$ cat config.mk
export PLATFORM = sky130hd
export DESIGN_NAME = pc_redirect_unit
export DESIGN_NICKNAME = d
export VERILOG_FILES = /design/src/rtl/pc_redirect_unit_pkg.sv /design/src/rtl/pc_redirect_unit_target_calc.sv /design/src/rtl/pc_redirect_unit.sv
export SDC_FILE = /design/constraint.sdc
export NUM_CORES = 1
export LEC_CHECK = 0
export ABC_CLOCK_PERIOD_IN_PS = 6600
export CAP_MARGIN = 20
export CORE_MARGIN = 4
export CORE_UTILIZATION = 53
export DETAILED_ROUTE_END_ITERATION = 8
export PLACE_DENSITY_LB_ADDON = 0.1
export SYNTH_ARGS = -nofsm -noshare
export SYNTH_HDL_FRONTEND = slang
export SYNTH_HIERARCHICAL = 1
export SYNTH_SLANG_ARGS = --single-unit
$ cat constraint.sdc
create_clock -name clk -period 6.6 [get_ports clk]
set_input_delay 1.32 -clock clk [delete_from_list [all_inputs] [get_ports clk]]
set_output_delay 1.32 -clock clk [all_outputs]
set_load 0.05 [all_outputs]
$ cat src/rtl/pc_redirect_unit_pkg.sv
// pc_pkg: redirect source encodings, redirect FSM states and a saturating counter helper.
package pc_pkg;
    localparam logic [1:0] SRC_SEQ = 2'b00;
    localparam logic [1:0] SRC_J   = 2'b01;
    localparam logic [1:0] SRC_JR  = 2'b10;
    localparam logic [1:0] SRC_BR  = 2'b11;

    typedef enum logic [1:0] {
        S_RUN    = 2'b00,
        S_HOLD   = 2'b01,
        S_HOLD_P = 2'b10
    } state_t;

    function automatic logic [15:0] sat_inc16(input logic [15:0] v);
        return (v == 16'hFFFF) ? v : v + 16'd1;
    endfunction
endpackage

$ cat src/rtl/pc_redirect_unit_target_calc.sv
// target_calc: combinational J, JR and BR target computation plus JR misalignment flag.
module target_calc #(
    parameter int XLEN  = 32,
    parameter int IDX_W = 26,
    parameter int OFF_W = 16,
    parameter int ALIGN = 2
) (
    input  logic [XLEN-1:0]  j_pcp4,
    input  logic [IDX_W-1:0] j_index,
    input  logic [XLEN-1:0]  jr_addr,
    input  logic [XLEN-1:0]  br_pcp4,
    input  logic [OFF_W-1:0] br_off,
    output logic [XLEN-1:0]  j_tgt,
    output logic [XLEN-1:0]  jr_tgt,
    output logic             jr_mis,
    output logic [XLEN-1:0]  br_tgt
);
    logic [XLEN-1:0] off_sext;

    assign off_sext = {{(XLEN-OFF_W){br_off[OFF_W-1]}}, br_off};
    assign j_tgt    = {j_pcp4[XLEN-1:IDX_W+ALIGN], j_index, {ALIGN{1'b0}}};
    assign jr_tgt   = {jr_addr[XLEN-1:ALIGN], {ALIGN{1'b0}}};
    assign jr_mis   = |jr_addr[ALIGN-1:0];
    assign br_tgt   = br_pcp4 + (off_sext << ALIGN);
endmodule

$ cat src/rtl/pc_redirect_unit.sv
// pc_redirect_unit: fetch PC register with J/JR/BR redirect arbitration and stall-time redirect buffering.
// Optional per-source applied-redirect counters when REDIRECT_STATS_EN is defined.
module pc_redirect_unit
    import pc_pkg::*;
#(
    parameter int              XLEN     = 32,
    parameter int              IDX_W    = 26,
    parameter int              OFF_W    = 16,
    parameter int              ALIGN    = 2,
    parameter logic [XLEN-1:0] RESET_PC = '0
) (
    input  logic             clk,
    input  logic             reset,
    input  logic             stall_i,
    input  logic             j_valid_i,
    input  logic [XLEN-1:0]  j_pcp4_i,
    input  logic [IDX_W-1:0] j_index_i,
    input  logic             jr_valid_i,
    input  logic [XLEN-1:0]  jr_addr_i,
    input  logic             br_taken_i,
    input  logic [XLEN-1:0]  br_pcp4_i,
    input  logic [OFF_W-1:0] br_off_i,
    output logic [XLEN-1:0]  pc_o,
    output logic             redirect_o,
    output logic [1:0]       redirect_src_o,
    output logic             flush_o,
    output logic             misalign_o,
`ifdef REDIRECT_STATS_EN
    output logic [15:0]      j_cnt_o,
    output logic [15:0]      jr_cnt_o,
    output logic [15:0]      br_cnt_o,
`endif
    output logic             pend_o
);
    if (IDX_W + ALIGN >= XLEN || OFF_W + ALIGN > XLEN) begin : g_param_chk
        $error("pc_redirect_unit: field widths do not fit XLEN");
    end

    localparam logic [XLEN-1:0] STEP = {{(XLEN-1){1'b0}}, 1'b1} << ALIGN;

    state_t          state, state_n;
    logic [XLEN-1:0] j_tgt, jr_tgt, br_tgt, new_tgt, pend_tgt, pend_tgt_n, pc_n;
    logic            jr_mis, new_valid, new_mis, pend_mis, pend_mis_n, red_n, mis_n;
    logic [1:0]      new_src, pend_src, pend_src_n, src_n;

    target_calc #(.XLEN(XLEN), .IDX_W(IDX_W), .OFF_W(OFF_W), .ALIGN(ALIGN)) u_calc (
        .j_pcp4  (j_pcp4_i),
        .j_index (j_index_i),
        .jr_addr (jr_addr_i),
        .br_pcp4 (br_pcp4_i),
        .br_off  (br_off_i),
        .j_tgt   (j_tgt),
        .jr_tgt  (jr_tgt),
        .jr_mis  (jr_mis),
        .br_tgt  (br_tgt)
    );

    assign new_valid = br_taken_i | jr_valid_i | j_valid_i;
    assign new_src   = br_taken_i ? SRC_BR : jr_valid_i ? SRC_JR : j_valid_i ? SRC_J : SRC_SEQ;
    assign new_tgt   = br_taken_i ? br_tgt : jr_valid_i ? jr_tgt : j_tgt;
    assign new_mis   = !br_taken_i && jr_valid_i && jr_mis;
    assign flush_o   = new_valid;
    assign pend_o    = (state == S_HOLD_P);

    always_comb begin
        state_n    = state;
        pc_n       = pc_o;
        red_n      = 1'b0;
        src_n      = SRC_SEQ;
        mis_n      = 1'b0;
        pend_tgt_n = pend_tgt;
        pend_src_n = pend_src;
        pend_mis_n = pend_mis;
        if (stall_i) begin
            // source encodings rise with priority, so a numeric compare ranks them
            if (new_valid && (state != S_HOLD_P || new_src > pend_src)) begin
                pend_tgt_n = new_tgt;
                pend_src_n = new_src;
                pend_mis_n = new_mis;
                state_n    = S_HOLD_P;
            end else if (state != S_HOLD_P) begin
                state_n = S_HOLD;
            end
        end else begin
            state_n = S_RUN;
            if (new_valid) begin
                pc_n  = new_tgt;
                red_n = 1'b1;
                src_n = new_src;
                mis_n = new_mis;
            end else if (state == S_HOLD_P) begin
                pc_n  = pend_tgt;
                red_n = 1'b1;
                src_n = pend_src;
                mis_n = pend_mis;
            end else begin
                pc_n = pc_o + STEP;
            end
        end
    end

    always_ff @(posedge clk) begin
        if (reset) begin
            state          <= S_RUN;
            pc_o           <= RESET_PC;
            redirect_o     <= 1'b0;
            redirect_src_o <= SRC_SEQ;
            misalign_o     <= 1'b0;
            pend_tgt       <= '0;
            pend_src       <= SRC_SEQ;
            pend_mis       <= 1'b0;
        end else begin
            state          <= state_n;
            pc_o           <= pc_n;
            redirect_o     <= red_n;
            redirect_src_o <= src_n;
            misalign_o     <= mis_n;
            pend_tgt       <= pend_tgt_n;
            pend_src       <= pend_src_n;
            pend_mis       <= pend_mis_n;
        end
    end

`ifdef REDIRECT_STATS_EN
    always_ff @(posedge clk) begin
        if (reset) begin
            j_cnt_o  <= '0;
            jr_cnt_o <= '0;
            br_cnt_o <= '0;
        end else if (red_n) begin
            if (src_n == SRC_J)  j_cnt_o  <= sat_inc16(j_cnt_o);
            if (src_n == SRC_JR) jr_cnt_o <= sat_inc16(jr_cnt_o);
            if (src_n == SRC_BR) br_cnt_o <= sat_inc16(br_cnt_o);
        end
    end
`endif
endmodule

==> flow_summary.yaml, run 1 <==
run_status:
  status: "completed"
synth:
  syn-mean-instance-area_sq_um: 7.29
  synth.distinct_cells: 79
  ys_async_sr_fraction_pct: 0
  synth_area_sq_um: 6520
  ys_warn_count: 6
  synth-edff-count: 0
  syn_inst: 894
  synth_top_cell_by_area: "dfxtp_1"
  synth_area_leaders: "dfxtp_1 22%, nand2_1 8.0%, buf_4 7.6%"
  synth_seq_cells: 73
  synth_top_area_share_pct: 22.4
  ys.flop_type: "dfxtp_1"
  seq_area_frac_synth_pct: 22.4
clocking:
  postCtsSetupBuffers: 0
  cts_buffers: 9
  root_buffer: "clkbuf_16"
  clkTransAtPathRegs_ns: 0.05
  cts_max_path_buffers: 2
  cts_hold_buf: 0
  cts_tree: "yes"
  cts_resized: 0
  clock_latency_ns: 0.34
  cts_max_level: 3
  clock-sinks: 73
sta:
  setup_viol: 0
  fmax_mhz: 200
  slew_headroom_pct: 37.4
  fin_skew_ns: 0.00418
  worst_pin_slew_ns: 0.939
  setup-tns-final_ns: 0
  final_max_slew_viol_count: 0
  finalCriticalPeriod_ns: 4.99
  rsz0062_at_grt: "false"
  post-route-period-util_pct: 75.7
  hold_viol: 0
route:
  vias: 6648
  drt-initial-drc-count: 652
  wl_per_cell_microns: 17.1
  vias_per_cell: 6.04
  drcViolationCount: 0
  ant_nets: 0
  wl_microns: 18900
  drt-pass1-iter-count: 6
die:
  num_rows: 40
  die_w_microns: 119
  io_pins: 182
  die_area_sq_um: 14100
  core_area_sq_um: 12000
  die_h_microns: 119
  start_util_pct: 54.3
power:
  p_leak_nw: 3.06
  irDropWorstVdd_mv: 0.0983
  power_density_nw_per_um2: 191
  p_total_w: 0.00150
place:
  port_buffers: 153
  gp_congestion: 0.912
  hpwl_microns: 14400
layout:
  syn2layout_area_growth_pct: 20.7
  diodes: 0
  final_nets: 1129
  drive_gt1_share_pct: 4.40
  fill_cells: 1062
grt:
  grt_pass1_vias: 6247
  grt_max_degree: 70
  grt_pass1_wl_microns: 30500
  grt-ovfl-total: 0
  grtUsageTotal_pct: 25.8
  antenna_found_initial: 0
worst_setup_path:
  path_max_fanout: 69
  cp_data_arrival_time_ns: 3.67
  startpoint_type: "primary input"
  endpoint_kind: "output port"
  required_ns: 5.28
  path_class: "in -> out"
min_path:
  worstHoldPathType: "reg -> reg"
flow_run:
  maxCapViolations: 0
-- sequential cells by signal, summed over array words and instances, names as in the netlist --
register / cells
pend_tgt: 32
pend_mis: 1
misalign_o: 1
pc_o: 32
redirect_src_o: 2
pend_src: 2
state: 2
redirect_o: 1
-- per-layer routing --
metal	vias up	wire, microns	GRT usage, %
met5	-	0	0
met4	0	286	7.24
met3	23	1540	4.89
met2	296	8770	40.6
met1	3050	8290	35.9
li1	3279	-	-
-- area by class of cell --
class / instances / area (sq um) / area share, %
Multi-Input combinational cell: 676 / 4250 / 54.0
Timing Repair Buffer: 163 / 1610 / 20.5
Sequential cell: 73 / 1460 / 18.6
Clock buffer: 12 / 246 / 3.13
Tap cell: 147 / 184 / 2.34
Inverter: 29 / 109 / 1.38
Clock inverter: 1 / 5.00 / 0.0636
-- cell families after synthesis --
logic type / synth area share (%)
xor+xnor: 3.90
flops: 22.4
other cells: 0.0575
fa+ha+maj: 6.45
mux: 5.07
buf+inv: 12.8
simple gates: 22.1
compound gates: 27.2
-- per-stage QoR --
| stage | hold WS (ns) | setup slack [ns] | cell area (sq um) | instances | util, % |
|---|---|---|---|---|---|
| 3_3_place_gp | 0.437 | 1.59 | 7590 | 1087 | 63.2 |
| 5_1_grt | 0.471 | 1.41 | 7870 | 1101 | 65.5 |
| 3_5_place_dp | 0.447 | 1.57 | 7590 | 1087 | 63.2 |
| 2_1_floorplan | 0.432 | 2.83 | 6530 | 897 | - |
| 6_report | 0.453 | 1.61 | 7870 | 1101 | 65.5 |
| 4_1_cts | 0.454 | 1.59 | 7840 | 1100 | 65.3 |
-- cells in the final DEF (no fill, tap or decap), types with 26 or more instances in the layout --
cell type and n:
clkdlybuf4s50_1 150, nand2_1 139, a21oi_1 85, ha_1 32, o21ai_0 62, nor2_1 48
inv_1 26, mux2i_1 33, dfxtp_1 73, nand3_1 27
-- worst max-delay path: stages --
cell and delay, ns:
buf_2 0.70, nor3_2 0.11, buf_4 0.25, inv_2 0.37, clkdlybuf4s50_1 0.89
-- Yosys cell counts, types with 5 or more instances --
| cell | n |
|---|---|
| o32ai_1 | 6 |
| nand3_1 | 27 |
| and3_1 | 12 |
| nand2_1 | 139 |
| nand2b_1 | 7 |
| nor3_1 | 14 |
| nor2_1 | 48 |
| xor2_1 | 13 |
| or3_1 | 7 |
| a211oi_1 | 9 |
| o31a_1 | 7 |
| a221oi_1 | 7 |
| o22ai_1 | 5 |
| o211ai_1 | 10 |
| ha_1 | 32 |
| mux2i_1 | 33 |
| nor4_1 | 5 |
| a31oi_1 | 9 |
| a21o_1 | 12 |
| buf_4 | 66 |
| xnor2_1 | 16 |
| nor2b_1 | 7 |
| o21ai_0 | 62 |
| a21oi_1 | 85 |
| dfxtp_1 | 73 |
| clkbuf_1 | 34 |
| nand4_1 | 19 |
| a22oi_1 | 6 |
| buf_2 | 14 |
| inv_1 | 26 |
-- path summary, 6_finish.rpt --
path                startpoint      endpoint  slack (ns)  cells past startpoint
hold / removal    pend_tgt[23]  pend_tgt[23]        0.45                      2
setup / recovery    br_taken_i       flush_o        1.61                      5
setup reg to reg      state[0]      pc_o[19]        4.24                      5
hold reg to reg   pend_tgt[23]  pend_tgt[23]        0.45                      2
-- where the power goes --
part           internal [W]  switching [W]  leakage, nW
clock network      0.000258       0.000173        0.124
registers          0.000479      0.0000375        0.601
logic              0.000237       0.000319         2.34
total              0.000973       0.000530         3.06
Note: power is estimated with default switching activity, not from simulation.
==> inputs of run 2 (changes only) <==
Settings changed: ABC_CLOCK_PERIOD_IN_PS 6600 to 4100, CORE_UTILIZATION 53 to 45.
Clock period 6.6 ns to 4.1 ns, I/O delays scaled along.
==> flow_summary.yaml, run 2 (synthesis gave the netlist of run 1 again) <==
run_status:
  status: "completed"
power:
  p_leak_nw: 3.22
  power_density_nw_per_um2: 318
  irDropWorstVdd_mv: 0.155
worst_setup_path:
  startpoint_type: "primary input"
  crit_chain: "clkdlybuf4s50_1 > ha_1 > inv_1 > fa_1 > nor2b_1 > o31a_1 > o31ai_2 > a211oi_4 > a41oi_1 > o21ai_1 > xor2_1 > nand2b_1 > a221oi_1 > buf_4 > a211o_1 > nand3_1"
  path_max_fanout: 4
  reg2reg_to: "pc_o[19]"
  r2r_setup_slack_ns: 1.69
  critPathSlowestCell: "clkdlybuf4s50_1"
  path_class: "in -> reg"
  rr_worst_depth: 5
  required_ns: 4.32
  cp_data_arrival_time_ns: 4.02
  crit_end: "pc_o[30]"
  rr_startpoint: "state[0]"
  endpoint_kind: "flop"
  critPathMaxStageDelay_ns: 0.40
  startpoint: "br_pcp4_i[2]"
layout:
  drive_gt1_share_pct: 7.42
  final_common_cell: "clkdlybuf4s50_1"
  diodes: 0
  reg.largest.list: "pc_o (32), pend_tgt (32)"
  final_cell_mix: "149 x clkdlybuf4s50_1, 139 x nand2_1, 85 x a21oi_1"
  final_nets: 1156
  syn2layout_area_growth_pct: 25.2
die:
  num_rows: 43
  die_area_sq_um: 16500
  io_pins: 182
  start_util_pct: 46.4
  die_w_microns: 128
  die_h_microns: 128
  core_area_sq_um: 14000
grt:
  grtUsageTotal_pct: 22.3
  met2_usage_pct: 35.5
  met1_usage_pct: 32.1
  grt_pass1_wl_microns: 30300
  grtUsageMet3_pct: 2.86
  grt_max_degree: 69
  top_usage_layer: "met2"
  grt-ovfl-total: 0
  antenna_found_initial: 0
  grt_pass1_vias: 6126
place:
  hpwl_microns: 14400
  port_buffers: 153
  post-place-ws_ns: -0.0345
  gp_congestion: 0.879
flow_run:
  maxCapViolations: 0
sta:
  rsz0062_at_grt: "false"
  final_max_slew_viol_count: 0
  hold_ws_ns: 0.451
  fmax_mhz: 263
  setup_viol: 0
  finalCriticalPeriod_ns: 3.80
  worst_pin_slew_ns: 0.946
  hold_viol: 0
  fin_skew_ns: 0.00475
  post-route-period-util_pct: 92.7
  fin_ws_ns: 0.299
  slew_headroom_pct: 36.4
min_path:
  worstHoldPathType: "reg -> reg"
  hold_depth: 2
clocking:
  cts_resized: 0
  clkTransAtPathRegs_ns: 0.06
  cts_max_path_buffers: 2
  cts_max_level: 3
  cts_hold_buf: 0
  cts_buffers: 9
  clock_latency_ns: 0.33
  clock-sinks: 73
  root_buffer: "clkbuf_16"
  postCtsSetupBuffers: 0
  cts_tree: "yes"
route:
  vias_per_cell: 5.71
  drt-initial-drc-count: 574
  drcViolationCount: 0
  drt-pass1-iter-count: 5
  wl_per_cell_microns: 16.2
  vias: 6641
  ant_nets: 0
  wl_microns: 18800
-- run 2: cell count changes in the layout (fill, tap and decap cells not counted), sizes merged --
cell           before  now
bufinv              0    2
clkdlybuf4s50     150  149
buf                13   41
clkinvlp            0    1
-- run 2: per-layer routing --
layer  routed length, microns  vias up
met2                     8450      232
li1                         -     3351
met4                      192        0
met5                        0        -
met1                     8940     3044
met3                     1250       14
-- run 2: worst min-delay path by stage --
| stage | startpoint | to | slack (ns) |
|---|---|---|---|
| 5_1_grt | pend_tgt[23] | pend_tgt[23] | 0.48 |
| 6_report | pend_tgt[6] | pend_tgt[6] | 0.45 |
| 3_5_place_dp | pend_tgt[6] | pend_tgt[6] | 0.44 |
| 2_1_floorplan | pend_tgt[0] | pend_tgt[0] | 0.43 |
| 3_3_place_gp | pend_tgt[0] | pend_tgt[0] | 0.44 |
| 4_1_cts | pend_tgt[6] | pend_tgt[6] | 0.45 |
-- run 2: stage by stage --
stage / TNS [ns] / cells / instance area [sq um] / total power [W] / util (%)
after floorplan: 0 / 897 / 6530 / 0.00146 / -
after global placement: 0 / 1148 / 7840 / 0.00175 / 55.8
after detailed placement: -0.0345 / 1148 / 7840 / 0.00176 / 55.8
after CTS: 0 / 1164 / 8160 / 0.00261 / 58.1
after global routing: 0 / 1164 / 8160 / 0.00274 / 58.1
final: 0 / 1164 / 8160 / 0.00260 / 58.1
-- run 2: final cells by class --
class | instances | area, sq um
Inverter | 29 | 109
Clock inverter | 4 | 76.3
Tap cell | 180 | 225
Fill cell | 1337 | 5880
Sequential cell | 73 | 1460
Multi-Input combinational cell | 676 | 4250
Timing Repair Buffer | 190 | 1790
Clock buffer | 12 | 246
-- run 2: worst max-delay path, delay by kind of cell --
family,cells,cell delay (ns)
AND/OR/NAND/NOR,3,0.28
adder cells (fa/ha/maj),2,0.42
buffers and inverters,3,0.65
XOR/XNOR,1,0.16
AO/OA/AOI/OAI,7,1.68
-- run 2: power breakdown --
group,total [W],internal [W],leakage [nW],switching [W]
Sequential,0.000831,0.000770,0.601,0.0000607
Combinational,0.000917,0.000402,2.46,0.000514
Clock,0.000850,0.000551,0.153,0.000300
Total,0.00260,0.00172,3.22,0.000874
==> inputs of run 3 (changes only) <==
Settings changed: CTS_CLUSTER_DIAMETER set to 50.
==> results of run 3 <==
No change in the layout: final DEF, timing and power equal those of run 2.
==> RTL edit: new RTL, settings of run 1 <==
Re-encode `state_t` (3 states) as one-hot, 3 bits wide.
--- a/src/rtl/pc_redirect_unit_pkg.sv
+++ b/src/rtl/pc_redirect_unit_pkg.sv
@@ -7,6 +7,6 @@
 
-    typedef enum logic [1:0] {
-        S_RUN    = 2'b00,
-        S_HOLD   = 2'b01,
-        S_HOLD_P = 2'b10
+    typedef enum logic [2:0] {
+        S_RUN    = 3'b001,
+        S_HOLD   = 3'b010,
+        S_HOLD_P = 3'b100
     } state_t;
Formal check against the unedited RTL: no difference found for any inputs over 10 cycles, from zero or initial values and one cycle with reset high; not proved beyond that.
==> RTL edit against run 1 <==
  * Synthesized area up 1.3%
  * Die area is 1.2% higher
  * Final area up 1.2%
  * Routed wire length grew 0.74%
  * Clock power rose by 12%
  * Worst setup slack improved by 0.23 ns
  * Power up 3.4%
  * Global-route usage increased by 0.60 points
  * Sequential power increased by 1%
  * Sequential cell count grew 1
==> RTL edit: results (changes against run 1) <==
Logic synthesis
  – Synth area leaders: dfxtp_1 (22%), buf_4 (8.0%), nand2_1 (7.6%), a21oi_1 (6.5%), ha_1 (6.1%) (was dfxtp_1 (22%), nand2_1 (8.0%), buf_4 (7.6%), a21oi_1 (6.5%), ha_1 (6.1%))
  – Sequential area share after synthesis: 22.4% (about the same)
  – Post-Syn Instances: 886 (was 894)
  – Most frequent cells after synthesis: nand2_1 (133), a21oi_1 (86), dfxtp_1 (74) (was nand2_1 (139), a21oi_1 (85), dfxtp_1 (73))
  – Synth cell types: 81 (was 79)

Cells and area
  – Final non-clock buffer share: 20.0% (was 20.5%)
  – Non-clk bufs: 160 (was 163)
  – Top Registers: pc_o: 32 flops, pend_tgt: 32 flops, state: 3 flops (was pc_o: 32 flops, pend_tgt: 32 flops)
  – Final net count: 1117 (was 1129)
  – Clock network area share: 3.60% (was 3.20%)
  – Logic inverters: 41 (was 29)
  – Area Growth Syn to Fin: 20.5% (was 20.7%)
  – Area of the multi-input gates: 0.00424 mm2 (was 0.00425 mm2)
  – #MultiIn Comb: 654 (was 676)
  – Sequential share of cell area: 18.6% (about the same)
  – Share of layout cells above drive strength 1: 5.51% (was 4.40%)

Worst setup path
  – Worst EP arrival: 5.03 ns (was 3.67 ns)
  – Worst-path maximum fanout: 15 (was 69)

Routing
  – Vias/cell: 5.95 (was 6.04)
  – Vias: 6618 (was 6648)
  – Wire per inst: 17.1 um (about the same)
  – 1st-iter DRT viols: 523 (was 652)

Global route
  – First-pass GRT wire length: 31200 um (was 30500 um)
  – GRT Total Usage: 26.4% (was 25.8%)
  – Vias in the first global route: 6473 (was 6247)
  – Largest net degree at the start of global routing: 69 (was 70)

Placed design
  – Dpl hpwl: 14400 um (about the same)
  – Routability cong.: 0.957 (was 0.912)
  – Dpl cells: 1096 (was 1087)

Floorplanning
  – Initial Util: 54.6% (was 54.3%)

Outcome
  – Status: finished, final reports clean (unchanged)

Power
  – Peak VDD IR: 0.122 mV (was 0.0983 mV)
  – P_int: 1.02 mW (was 0.973 mW)

STA
  – Final Skew: 0.00482 ns (was 0.00418 ns)
  – Slew @ Worst Pin: 1.06 ns (was 0.939 ns)

Clock tree
  – Clk sinks: 74 (was 73)
==> RTL edit: changes by cell type after synthesis, sizes merged, moves of 6 or more <==
cell	before	now
o221ai	3	9
nand2	139	133
nand4	20	12
o21ai	66	55
inv	28	41
nand3	27	14
and3	12	3
==> RTL edit: power groups by stage <==
stage          Sequential [mW]  Clock [mW]  Combinational [mW]
6_report                 0.521       0.481               0.552
5_1_grt                  0.526       0.513               0.602
4_1_cts                  0.520       0.490               0.548
3_5_place_dp             0.529           0               0.546
3_3_place_gp             0.527           0               0.535
2_1_floorplan            0.587           0               0.327
==> RTL edit: layer usage <==
metal	vias up	GRT usage, %	part of all wire [%]
met5	-	0	0
met4	0	8.45	1.9
met3	32	4.71	6.3
met2	242	47.0	50
met1	3110	32.1	42
li1	3234	-	-
==> RTL edit: cell families (layout without fill, tap and decap cells) <==
group,count (synthesis),in the layout,share of synthesized area [%]
DFF,74,74,22.4
and+or+nand+nor,276,276,20.1
xor gates and xnor gates,33,33,4.37
adders and majority gates,33,33,6.36
AOI/OAI and AO/OA,271,271,27.4
other,1,4,0.0568
buffers and inverters,161,216,13.5
muxes,37,37,5.68
==> RTL edit: final timing paths <==
kind,startpoint,endpoint,slack [ns],cells past startpoint
worst max-delay path,br_off_i[15],pc_o[27]$_SDFFE_PP0N_,1.84,13
worst min-delay path,pend_tgt[12]$_SDFFE_PP0P_,pend_tgt[12]$_SDFFE_PP0P_,0.45,2
worst max register to register,state[0]$_SDFFE_PP1P_,pc_o[25]$_SDFFE_PP0N_,4.08,6
worst min register to register,pend_tgt[12]$_SDFFE_PP0P_,pend_tgt[12]$_SDFFE_PP0P_,0.45,2
